`src/rtl/mem_master_if.sv`:
```
// mem_master_if: request/response handshake plus memory bus for mem_master.
//   CPU side : req_valid, req_write, req_addr, req_wdata -> req_ready,
//              resp_valid, resp_err, resp_rdata
//   Memory   : addr, read, write, datain -> dataout
// modport master is the initiator (mem_master). modport slave is the
// opposite view, used by whatever sits around it (CPU plus memory).
interface mem_master_if;
    logic        req_valid;
    logic        req_write;
    logic [31:0] req_addr;
    logic [31:0] req_wdata;
    logic        req_ready;
    logic        resp_valid;
    logic        resp_err;
    logic [31:0] resp_rdata;
    logic [31:0] addr;
    logic        read;
    logic        write;
    logic [31:0] datain;
    logic [31:0] dataout;

    modport master (
        input  req_valid, req_write, req_addr, req_wdata, dataout,
        output req_ready, resp_valid, resp_err, resp_rdata,
               addr, read, write, datain
    );

    modport slave (
        output req_valid, req_write, req_addr, req_wdata, dataout,
        input  req_ready, resp_valid, resp_err, resp_rdata,
               addr, read, write, datain
    );
endinterface

```
`src/rtl/mem_master.sv`:
```
// mem_master: single-word bus initiator for the 32-bit instruction/data memory.
// Takes one read or write request at a time from the CPU. It holds the memory
// strobe for WAIT_CYCLES extra cycles, then returns one response pulse.
// Misaligned requests get an error response and make no memory access.
// Ports:
//   CLK          clock, all state changes on posedge
//   RST          synchronous active-high reset
//   bus.master   request/response handshake and memory bus (mem_master_if)
// Parameters:
//   WAIT_CYCLES  extra strobe cycles before sampling memory, 0..15
//
// state  | meaning
// IDLE   | ready for a request, strobes low
// ACCESS | memory strobe phase, wait counter running down
// RESP   | successful response pulse
// ERR    | misaligned-request error pulse, no memory access made
module mem_master #(
    parameter int unsigned WAIT_CYCLES = 1
) (
    input  logic         CLK,
    input  logic         RST,
    mem_master_if.master bus
);

    typedef enum logic [1:0] {
        IDLE   = 2'd0,
        ACCESS = 2'd1,
        RESP   = 2'd2,
        ERR    = 2'd3
    } state_t;

    localparam logic [3:0] WAIT_INIT = WAIT_CYCLES[3:0];

    state_t      state_q, state_d;
    logic [3:0]  cnt_q, cnt_d;
    logic        op_write_q, op_write_d;
    logic [31:0] addr_q, addr_d;
    logic [31:0] datain_q, datain_d;
    logic [31:0] rdata_q, rdata_d;

    always_comb begin
        state_d    = state_q;
        cnt_d      = cnt_q;
        op_write_d = op_write_q;
        addr_d     = addr_q;
        datain_d   = datain_q;
        rdata_d    = rdata_q;

        case (state_q)
            IDLE: begin
                if (bus.req_valid) begin
                    if (bus.req_addr[1:0] != 2'b00) begin
                        // Rejected before touching memory, so addr/datain keep their old values.
                        state_d = ERR;
                    end else begin
                        addr_d     = bus.req_addr;
                        op_write_d = bus.req_write;
                        if (bus.req_write) begin
                            datain_d = bus.req_wdata;
                        end
                        cnt_d   = WAIT_INIT;
                        state_d = ACCESS;
                    end
                end
            end
            ACCESS: begin
                if (cnt_q != 4'd0) begin
                    cnt_d = cnt_q - 4'd1;
                end else begin
                    state_d = RESP;
                    if (!op_write_q) begin
                        rdata_d = bus.dataout;
                    end
                end
            end
            RESP:    state_d = IDLE;
            ERR:     state_d = IDLE;
            default: state_d = IDLE;
        endcase
    end

    always_ff @(posedge CLK) begin
        if (RST) begin
            state_q    <= IDLE;
            cnt_q      <= 4'd0;
            op_write_q <= 1'b0;
            addr_q     <= 32'd0;
            datain_q   <= 32'd0;
            rdata_q    <= 32'd0;
        end else begin
            state_q    <= state_d;
            cnt_q      <= cnt_d;
            op_write_q <= op_write_d;
            addr_q     <= addr_d;
            datain_q   <= datain_d;
            rdata_q    <= rdata_d;
        end
    end

    // Reads strobe for the whole access window. Writes strobe only in the
    // last cycle, so each request makes exactly one memory write.
    assign bus.req_ready  = (state_q == IDLE);
    assign bus.read       = (state_q == ACCESS) && !op_write_q;
    assign bus.write      = (state_q == ACCESS) && op_write_q && (cnt_q == 4'd0);
    assign bus.resp_valid = (state_q == RESP) || (state_q == ERR);
    assign bus.resp_err   = (state_q == ERR);
    assign bus.addr       = addr_q;
    assign bus.datain     = datain_q;
    assign bus.resp_rdata = rdata_q;

endmodule

```
`src/flat_wrapper.sv`:
```
// flat-port wrapper written by rule: the top's interface ports become plain ports
module mem_master_flat 
#(
    parameter int unsigned WAIT_CYCLES = 1
)
  (CLK, RST, bus_req_valid, bus_req_write, bus_req_addr, bus_req_wdata, bus_dataout, bus_req_ready, bus_resp_valid, bus_resp_err, bus_resp_rdata, bus_addr, bus_read, bus_write, bus_datain);
  mem_master_if bus_i ();
  input  logic CLK;
  input  logic RST;
  input wire logic [$bits(bus_i.req_valid)-1:0] bus_req_valid;
  input wire logic [$bits(bus_i.req_write)-1:0] bus_req_write;
  input wire logic [$bits(bus_i.req_addr)-1:0] bus_req_addr;
  input wire logic [$bits(bus_i.req_wdata)-1:0] bus_req_wdata;
  input wire logic [$bits(bus_i.dataout)-1:0] bus_dataout;
  output wire logic [$bits(bus_i.req_ready)-1:0] bus_req_ready;
  output wire logic [$bits(bus_i.resp_valid)-1:0] bus_resp_valid;
  output wire logic [$bits(bus_i.resp_err)-1:0] bus_resp_err;
  output wire logic [$bits(bus_i.resp_rdata)-1:0] bus_resp_rdata;
  output wire logic [$bits(bus_i.addr)-1:0] bus_addr;
  output wire logic [$bits(bus_i.read)-1:0] bus_read;
  output wire logic [$bits(bus_i.write)-1:0] bus_write;
  output wire logic [$bits(bus_i.datain)-1:0] bus_datain;
  assign bus_i.req_valid = bus_req_valid;
  assign bus_i.req_write = bus_req_write;
  assign bus_i.req_addr = bus_req_addr;
  assign bus_i.req_wdata = bus_req_wdata;
  assign bus_i.dataout = bus_dataout;
  assign bus_req_ready = bus_i.req_ready;
  assign bus_resp_valid = bus_i.resp_valid;
  assign bus_resp_err = bus_i.resp_err;
  assign bus_resp_rdata = bus_i.resp_rdata;
  assign bus_addr = bus_i.addr;
  assign bus_read = bus_i.read;
  assign bus_write = bus_i.write;
  assign bus_datain = bus_i.datain;
  mem_master #(.WAIT_CYCLES(WAIT_CYCLES)) u_core (.CLK(CLK), .RST(RST), .bus(bus_i));
endmodule
```
`config.mk`:
```
export PLATFORM = sky130hd
export DESIGN_NAME = mem_master_flat
export DESIGN_NICKNAME = d
export VERILOG_FILES = /design/src/rtl/mem_master_if.sv /design/src/rtl/mem_master.sv /design/src/flat_wrapper.sv
export SDC_FILE = /design/constraint.sdc
export NUM_CORES = 1
export LEC_CHECK = 0
export BUFFER_PORTS_ARGS = -buffer_cell sky130_fd_sc_hd__buf_2
export CAP_MARGIN = 5
export CORE_MARGIN = 5
export CORE_UTILIZATION = 50
export CTS_CLUSTER_SIZE = 14
export DETAILED_ROUTE_END_ITERATION = 10
export PLACE_DENSITY_LB_ADDON = 0.08
export REMOVE_ABC_BUFFERS = 1
export SYNTH_ARGS = -nofsm -noshare
export SYNTH_HDL_FRONTEND = slang
export SYNTH_SLANG_ARGS = --single-unit
export TNS_END_PERCENT = 100
```
`constraint.sdc`:
```
create_clock -name CLK -period 4.5 [get_ports CLK]
set_input_delay 0.675 -clock CLK [delete_from_list [all_inputs] [get_ports CLK]]
set_output_delay 0.675 -clock CLK [all_outputs]
set_load 0.01 [all_outputs]
```
==> impl.org, run 1 <==
** Clock tree
- For this design, the CTS-stage hold fixing added 0 buffers.
- At the later pin of the worst-skew pair, clock insertion delay measures 0.36 ns.
- CTS resizes :: 0
- CTS clock-pin slew for the worst setup and hold paths :: 0.10 ns
- The clock net in this run drives a total of roughly 100 sinks.
- Clock tree from TritonCTS :: done
- The cell sitting at the root of the clock tree is a clkbuf_8.
- Number of post-CTS setup repair buffers :: 0
- Maximum level of the CTS H-tree :: 3
- Number of buffers inserted during clock tree synthesis :: 9
- Clock Tree Buf Depth :: 2

** Place
- Buffers added on ports :: 200
- OpenSTA, run right after detailed placement, puts the worst setup slack at approximately 1.8 ns.
- After detailed placement, the total cell area comes to 5210 µm².
- Routability-driven placement finished with a final weighted congestion of 0.787.
- The wire-length estimate of the detail-placed layout is about 8000 µm.

** Floorplanning
- ~200 I/O pins were placed.
- Initial Utilization :: 0.503
- Die outline area :: about 11000 µm²
- In this run the standard cell core region covers ~8600 µm².
- Y dimension of the die :: 103 µm
- Floorplan row count :: 34
- Measured along the x axis, the die boundary spans 103 µm.

** Routing
- DR DRC count :: 0
- After detailed routing, the number of vias per cell comes to roughly 5.8.
- The count of nets left with antenna violations once routing finished came out at 0.
- Overall via count from detail_route :: 4369
- The first detailed-routing pass took 4 iterations.
- After the first detailed-routing iteration, the DRC count stood at about 210.
- WL final :: about 13000 µm
- Dividing the detail-routed wire length by the instance count gives about 17 µm.

** Setup path
- Length in cells of the worst reg-to-reg path :: 4
- Type of destination of the critical path :: primary output
- The worst register-to-register path has a setup slack of ~1.9 ns.
- The worst register-to-register path ends at u_core.cnt_q[0].
- Data arrives at the worst endpoint at about 2.4 ns.
- Data on the critical path is required at its endpoint by around 3.8 ns.
- Worst Setup Path Type :: flop to primary output
- Kind of start point of the critical path :: flop
- Of all nets on the critical path, the largest fanout is 33.
- Launching point of the worst reg2reg path :: u_core.state_q[1]

** Synthesis
- Top FF cell, synth :: dfxtp_1
- Leading cell types by total area after synthesis :: dfxtp_1 (48%), a21oi_1 (11%), o31ai_2 (8.1%)
- Post-synthesis register bit count :: 103
- For this run, the number of Yosys warnings is 0.
- In the synthesized netlist the async set-or-reset flop fraction comes to 0.
- Cell variety after synth :: 37
- For this run, the register share of the synthesized area comes to 0.477.
- Synthesis produced a little under 500 cells.
- The cell area that synthesis handed to floorplanning was 4330 µm².
- Yosys mapped a number of flops with a built-in enable equal to 0.
- Mean area per synthesized cell :: between 8 and 9 µm²
- The largest total area in the synthesized netlist belongs to dfxtp_1.
- Fraction of synthesized cell area taken by the top area cell type :: 0.477

** Power and ir drop
- The share of total power dissipated in combinational logic is 0.179.
- VDD sags by at most about 170 µV.
- Power spread over the standard cell area amounts to ~350 nW/µm².
- The share of total power dissipated in the clock network is 0.301.
- Of the total power, registers draw 0.520.
- Reported leakage power :: about 2.2 nW
- Cell internal power was estimated by the tool at between 1 and 1.5 mW.
- Of the total power, the share spent switching nets is 0.301.
- Total net switching power :: approximately 0.57 mW

** Outcome
- Result of the run :: completed

** STA
- Setup repair after global routing left no endpoint under its margin.
- In the post-route analysis, the smallest setup slack over all paths is ~1.4 ns.
- Final hold analysis gives a worst-case slack of about 0.47 ns.
- The worst path in the final design needs a cycle of slightly above 3 ns, including I/O delays and setup.
- Number of pins exceeding their max-slew limit in the final report :: 0
- At the pin with the least slew margin, the transition time is approximately 1.1 ns.
- On the final layout, the worst clock skew is around 0.011 ns.
- Max-slew headroom at the worst pin :: 0.275
- Derived from the worst setup path, the maximum achievable clock frequency is approximately 320 MHz.
- Of the available clock period, the critical path in the final layout requires 0.687.
- The total count of hold-check failures in the final report was 0.
- # setup viols final :: 0
- Setup total negative slack on the finished layout was measured at 0 ns.

** Hold path
- Terminating pin of the worst hold path :: u_core.bus.datain[11]
- Hold Path Stages :: 2
- Hold Crit Class :: flop to flop
- The worst hold path begins at u_core.bus.datain[11].

** Final layout
- Count of nets after finishing :: around 750
- After routing the design area is between 5000 and 6000 µm².
- Share of layout cells above drive strength 1 :: 0.392
- The number of antenna diodes in the final layout is 0.
- Growth of design area from synthesis to finish :: 24.8%

** Global route
- Grt peak-use layer :: met2
- Remaining Overflow, GRT :: 0
- GRT met3 Usage :: 0.0656
- The number of global-route vias before repair was 4022.
- In the global route stage, overall resource usage came out at 0.227.
- The first global-routing pass estimated between 15000 and 20000 µm of wire.
- For met2 alone, demand over resource in global routing was 0.338.
- In the global route stage, met1 resource usage came out at 0.313.
- The initial antenna violation count is 0.
- Maximum number of pins on one net before global-route repair :: 105

** Run
- Max-cap violations in this run came to 0.
## power groups by stage
stage	registers, mW	logic, mW	clock network (mW)
4_1_cts	0.983	0.339	0.589
3_5_place_dp	1.00	0.339	0
2_1_floorplan	1.03	0.141	0
6_report	0.983	0.339	0.570
3_3_place_gp	1.00	0.333	0
5_1_grt	0.989	0.376	0.619
## area by class of cell
type | instances | area, µm²
Sequential cell | 103 | 2060
Timing Repair Buffer | 205 | 1040
Inverter | 6 | 22.5
Tap cell | 108 | 135
Fill cell | 781 | 3190
Multi-Input combinational cell | 320 | 1950
Clock inverter | 5 | 58.8
Clock buffer | 11 | 131
## layer usage
| layer | routed length, µm | share of wire | vias to the layer above |
|---|---|---|---|
| li1 | - | - | 2109 |
| met1 | 5340 | 0.42 | 2041 |
| met2 | 5650 | 0.45 | 197 |
| met3 | 1380 | 0.11 | 22 |
| met4 | 238 | 0.019 | 0 |
| met5 | 0 | 0 | - |
## stage by stage
| step | power, mW | utilization | cells |
|---|---|---|---|
| floorplan | 1.17 | - | 429 |
| global placement | 1.33 | 0.606 | 742 |
| detailed placement | 1.34 | 0.606 | 742 |
| CTS | 1.91 | 0.628 | 758 |
| global route | 1.98 | 0.628 | 758 |
| finish | 1.89 | 0.628 | 758 |
## cells in the mapped netlist (2+ instances only)
cell and n:
o31ai_2 28, o31ai_1 4, nand4_1 32, inv_1 4
and2_1 2, buf_4 7, or3b_2 2, or3_1 2
o21ai_1 8, nor2b_1 2, o21ai_0 56, nor2_1 3
ha_1 2, inv_2 2, buf_6 4, buf_1 5
dfxtp_1 103, nand3_1 64, buf_2 9, nor3b_1 3
a21oi_1 97, nor3_1 2, clkbuf_1 37
## worst max-delay path by stage
stage          cells after the start  slack, ns              end              start
2_1_floorplan                      3      -1.90  u_core.cnt_q[0]    bus_req_addr[1]
3_3_place_gp                       3       1.85         bus_read  u_core.state_q[0]
3_5_place_dp                       3       1.82         bus_read  u_core.state_q[0]
4_1_cts                            3       1.41         bus_read  u_core.state_q[0]
5_1_grt                            3       1.25         bus_read  u_core.state_q[0]
6_report                           3       1.41         bus_read  u_core.state_q[0]
## cell families after synthesis
kind of cell,share of synthesized area
and+or+nand+nor,0.154
AOI/OAI and AO/OA,0.288
adders and majority gates,0.00578
DFF,0.477
buffers and inverters,0.0758
## sequential cells by signal, indices dropped and copies added, names as in the netlist
register               flops
u_core.bus.addr           32
u_core.bus.datain         32
u_core.bus.resp_rdata     32
u_core.cnt_q               4
u_core.op_write_q          1
u_core.state_q             2
## worst max-delay path: stages (launching register included)
cell and delay [ns]:
dfxtp_1 0.55, or3b_2 0.76, inv_2 0.51, buf_2 0.23
## cell usage in the layout, fill, tap and decap left out, types with 2 or more instances in the layout
cell type     n
nor3b_1       2
nor2_1        3
nand3_1      64
clkinvlp_4    2
inv_2         2
inv_1         4
o21ai_1       8
o31ai_2      28
nor3_1        2
ha_1          2
nand4_1      32
or3b_2        2
clkbuf_8      9
dfxtp_1     102
o31ai_1       4
buf_4         6
clkbuf_1      2
or3_1         2
nor2b_1       2
and2_1        2
a21oi_1      97
o21ai_0      56
buf_2       199
Power figures use the tool's default switching activity.
==> run 2, diff against run 1 <==
--- a/config.mk
+++ b/config.mk
@@ -8,7 +8,7 @@
 export BUFFER_PORTS_ARGS = -buffer_cell sky130_fd_sc_hd__buf_2
 export CAP_MARGIN = 5
 export CORE_MARGIN = 5
-export CORE_UTILIZATION = 50
+export CORE_UTILIZATION = 47
 export CTS_CLUSTER_SIZE = 14
 export DETAILED_ROUTE_END_ITERATION = 10
 export PLACE_DENSITY_LB_ADDON = 0.08
==> constraint.sdc (replaced) <==
create_clock -name CLK -period 3.18 [get_ports CLK]
set_input_delay 0.477 -clock CLK [delete_from_list [all_inputs] [get_ports CLK]]
set_output_delay 0.477 -clock CLK [all_outputs]
set_load 0.01 [all_outputs]
==> impl.org, run 2 (same netlist as run 1, synthesis figures left out) <==
** Outcome
- The flow ran to the end, and the final reports show no timing, DRC or antenna violations.

** Routing
- WL final :: 12900 µm (+2.3%)
- Average wire per cell in the routed design :: 16.9 µm (+1.4%)
- The routed via count divided by cell count was 5.72 (-0.82%).
- Overall via count from detail_route :: 4373 (+0.092%)
- The detailed router's first-iteration violation count came to 223 (+8.8%).
- Initial DRT Pass Iterations :: 5 (+1)
- DR DRC count :: 0 (unchanged)
- The remaining antenna violation count after routing was 0 (unchanged).

** Floorplanning
- Horiz. Die Dim :: 106 µm (+2.8%)
- Placeable core area :: 9110 µm² (+6.0%)
- The number of rows created at floorplan came to 35 (+2.9%).
- The I/O pin count was 201 (unchanged).
- Y dimension of the die :: 106 µm (+2.8%)
- Initial Utilization :: 0.475 (-0.0285)
- Die outline area :: 11200 µm² (+5.7%)

** Setup path
- The worst setup path is captured at a primary output.
- The data arrival time of the worst path is 1.95 ns (-0.47 ns).
- Worst Setup Path Type :: flop to primary output
- Critical path cell sequence :: or3b_2 -> inv_2 -> buf_2
- The largest individual stage delay along the critical path comes from the cell or3b_2.
- The biggest cell delay along the critical path came to 0.76 ns (about the same).
- The worst setup path is launched from a flop.
- The required time reported for the critical path endpoint was 2.70 ns (-1.13 ns).
- Maximum fanout along the worst path :: 33 (unchanged)
- The number of buffer and inverter instances along the worst setup path was 2 (unchanged).
- Family with the most delay on the worst path :: simple AND/OR/NAND/NOR gates

** STA
- The number of max-slew violations in the final report is 0 (unchanged).
- Upper clock frequency limit :: 412 MHz
- # setup viols final :: 0 (unchanged)
- Setup repair after global routing missed its margin :: no
- The worst setup slack after layout came to 0.755 ns (-0.654 ns).
- The total count of hold-check failures in the final report came to 0 (unchanged).
- Slew of the pin with the lowest slew margin :: 0.857 ns (-0.230 ns)
- The worst clock skew was 0.0108 ns (-0.0000891 ns).
- Tmin final :: between 2 and 2.5 ns
- Tcrit/Tclk final :: 0.762
- The final hold slack is 0.348 ns (-0.124 ns).
- The relative slew slack was 0.428 (+0.154).

** Place
- Setup slack at placement :: 1.05 ns (-0.771 ns)
- Final RePlAce weighted congestion :: 0.759 (-3.5%)
- Post-Place Cells :: 749 (+0.94%)
- The count of port buffers added during placement was 200 (unchanged).
- The half-perimeter wire length of the detailed placement result is 8410 µm (+5.8%).

** Global route
- The final global-route overflow total is 0 (unchanged).
- The wire length of the first global-routing pass came to 20200 µm (+3.0%).
- The number of global-route vias before repair was 4011 (-0.27%).
- Global-route usage over all layers :: 0.216 (-0.0107)
- The maximum number of pins on one net before global-route repair came to 67 (-36%).
- Initial antenna violation count :: 2 (+2)

** Final layout
- Most common cell after layout, fill and taps aside :: buf_2
- The number of filler cells placed in the layout came to 852 (+9.1%).
- Non-filler instance count after layout :: 765 (+0.92%)
- The layout net count was 751 (+0.54%).
- The library cells used most frequently in the layout, excluding fill and tap cells, are buf_2 (199), dfxtp_1 (102), a21oi_1 (97).
- Share of layout cells above drive strength 1 :: 0.397 (+0.00432)
- End-of-flow core utilization :: 0.595 (-0.0331)
- Relative to the synthesized area, the layout overhead comes to 25.3%.

** Clock tree
- CTS resizes :: 0 (unchanged)
- CTS Hold Buffers Added :: 0 (unchanged)
- Number of post-CTS setup repair buffers :: 0 (unchanged)
- Maximum level of the CTS H-tree :: 3 (unchanged)
- Clock Tree Buf Depth :: 2 (unchanged)
- Number of buffers inserted during clock tree synthesis :: 9 (unchanged)
- CTS clock-pin slew for the worst setup and hold paths :: 0.10 ns (about the same)
- CTS Root Buffer Type :: clkbuf_8
- TritonCTS built the clock tree.
- CTS sink cnt :: 103 (unchanged)
- The clock latency of the later-clocked register in the worst-skew pair was 0.36 ns (about the same).

** Run
- The number of max-cap violations was 0 (unchanged).

** Power and ir drop
- The power consumption was 2.61 mW (+38%).
- Max VDD drop :: 239 µV (+41%)
- The static power due to leakage is 2.23 nW (+0.38%).
- The power density of the placed cells came to 481 nW/µm² (+37%).

** Hold path
- Hold Crit Class :: input port to flop
-- run 2: cell count changes in the layout (fill, tap and decap cells not counted) --
cell | before | now
buf_12 | 0 | 1
buf_4 | 6 | 9
bufinv_16 | 1 | 0
clkbuf_1 | 2 | 1
clkinvlp_4 | 2 | 3
diode_2 | 0 | 1
-- run 2: stage by stage --
step	instance area [µm²]	setup TNS (ns)
after floorplan	4020	-174.28
after global placement	5260	0
after detailed placement	5260	0
after CTS	5420	0
after global routing	5420	0
final	5420	0
-- run 2: worst paths after layout --
check / from / end / slack [ns] / cells after the start
hold / removal: bus_dataout[26] / u_core.bus.resp_rdata[26] / 0.35 / 3
hold reg to reg: u_core.bus.datain[20] / u_core.bus.datain[20] / 0.47 / 2
setup reg to reg: u_core.state_q[0] / u_core.bus.resp_rdata[5] / 1.04 / 5
setup / recovery: u_core.state_q[0] / bus_read / 0.76 / 3
-- run 2: final cells by class --
cell class | instances | area [µm²] | area share
multi-input combinational | 320 | 1950 | 0.359
sequential | 103 | 2060 | 0.381
antenna | 1 | 2.50 | 0.000462
clock buffer | 10 | 128 | 0.0235
clock inverter | 5 | 36.3 | 0.00669
tap | 111 | 139 | 0.0256
timing repair buffer | 209 | 1080 | 0.200
inverter | 6 | 22.5 | 0.00415
-- run 2: worst min-delay path: stages --
cell and delay, ns:
buf_2 0.09, nand3_1 0.05, a21oi_1 0.05
-- run 2: where the power goes --
group	leakage (nW)	internal, mW	total (mW)	switching (mW)
clock	0.0744	0.281	0.726	0.445
sequential	0.835	1.35	1.38	0.0340
combinational	1.32	0.166	0.498	0.333
total	2.23	1.80	2.61	0.811
-- run 2: metal layers --
| metal | global-route usage | vias up | routed length, µm |
|---|---|---|---|
| met1 | 0.285 | 2071 | 5350 |
| met5 | 0 | - | 7 |
| met3 | 0.0765 | 17 | 1250 |
| met4 | 0.0805 | 2 | 198 |
| met2 | 0.327 | 161 | 6090 |
| li1 | - | 2122 | - |
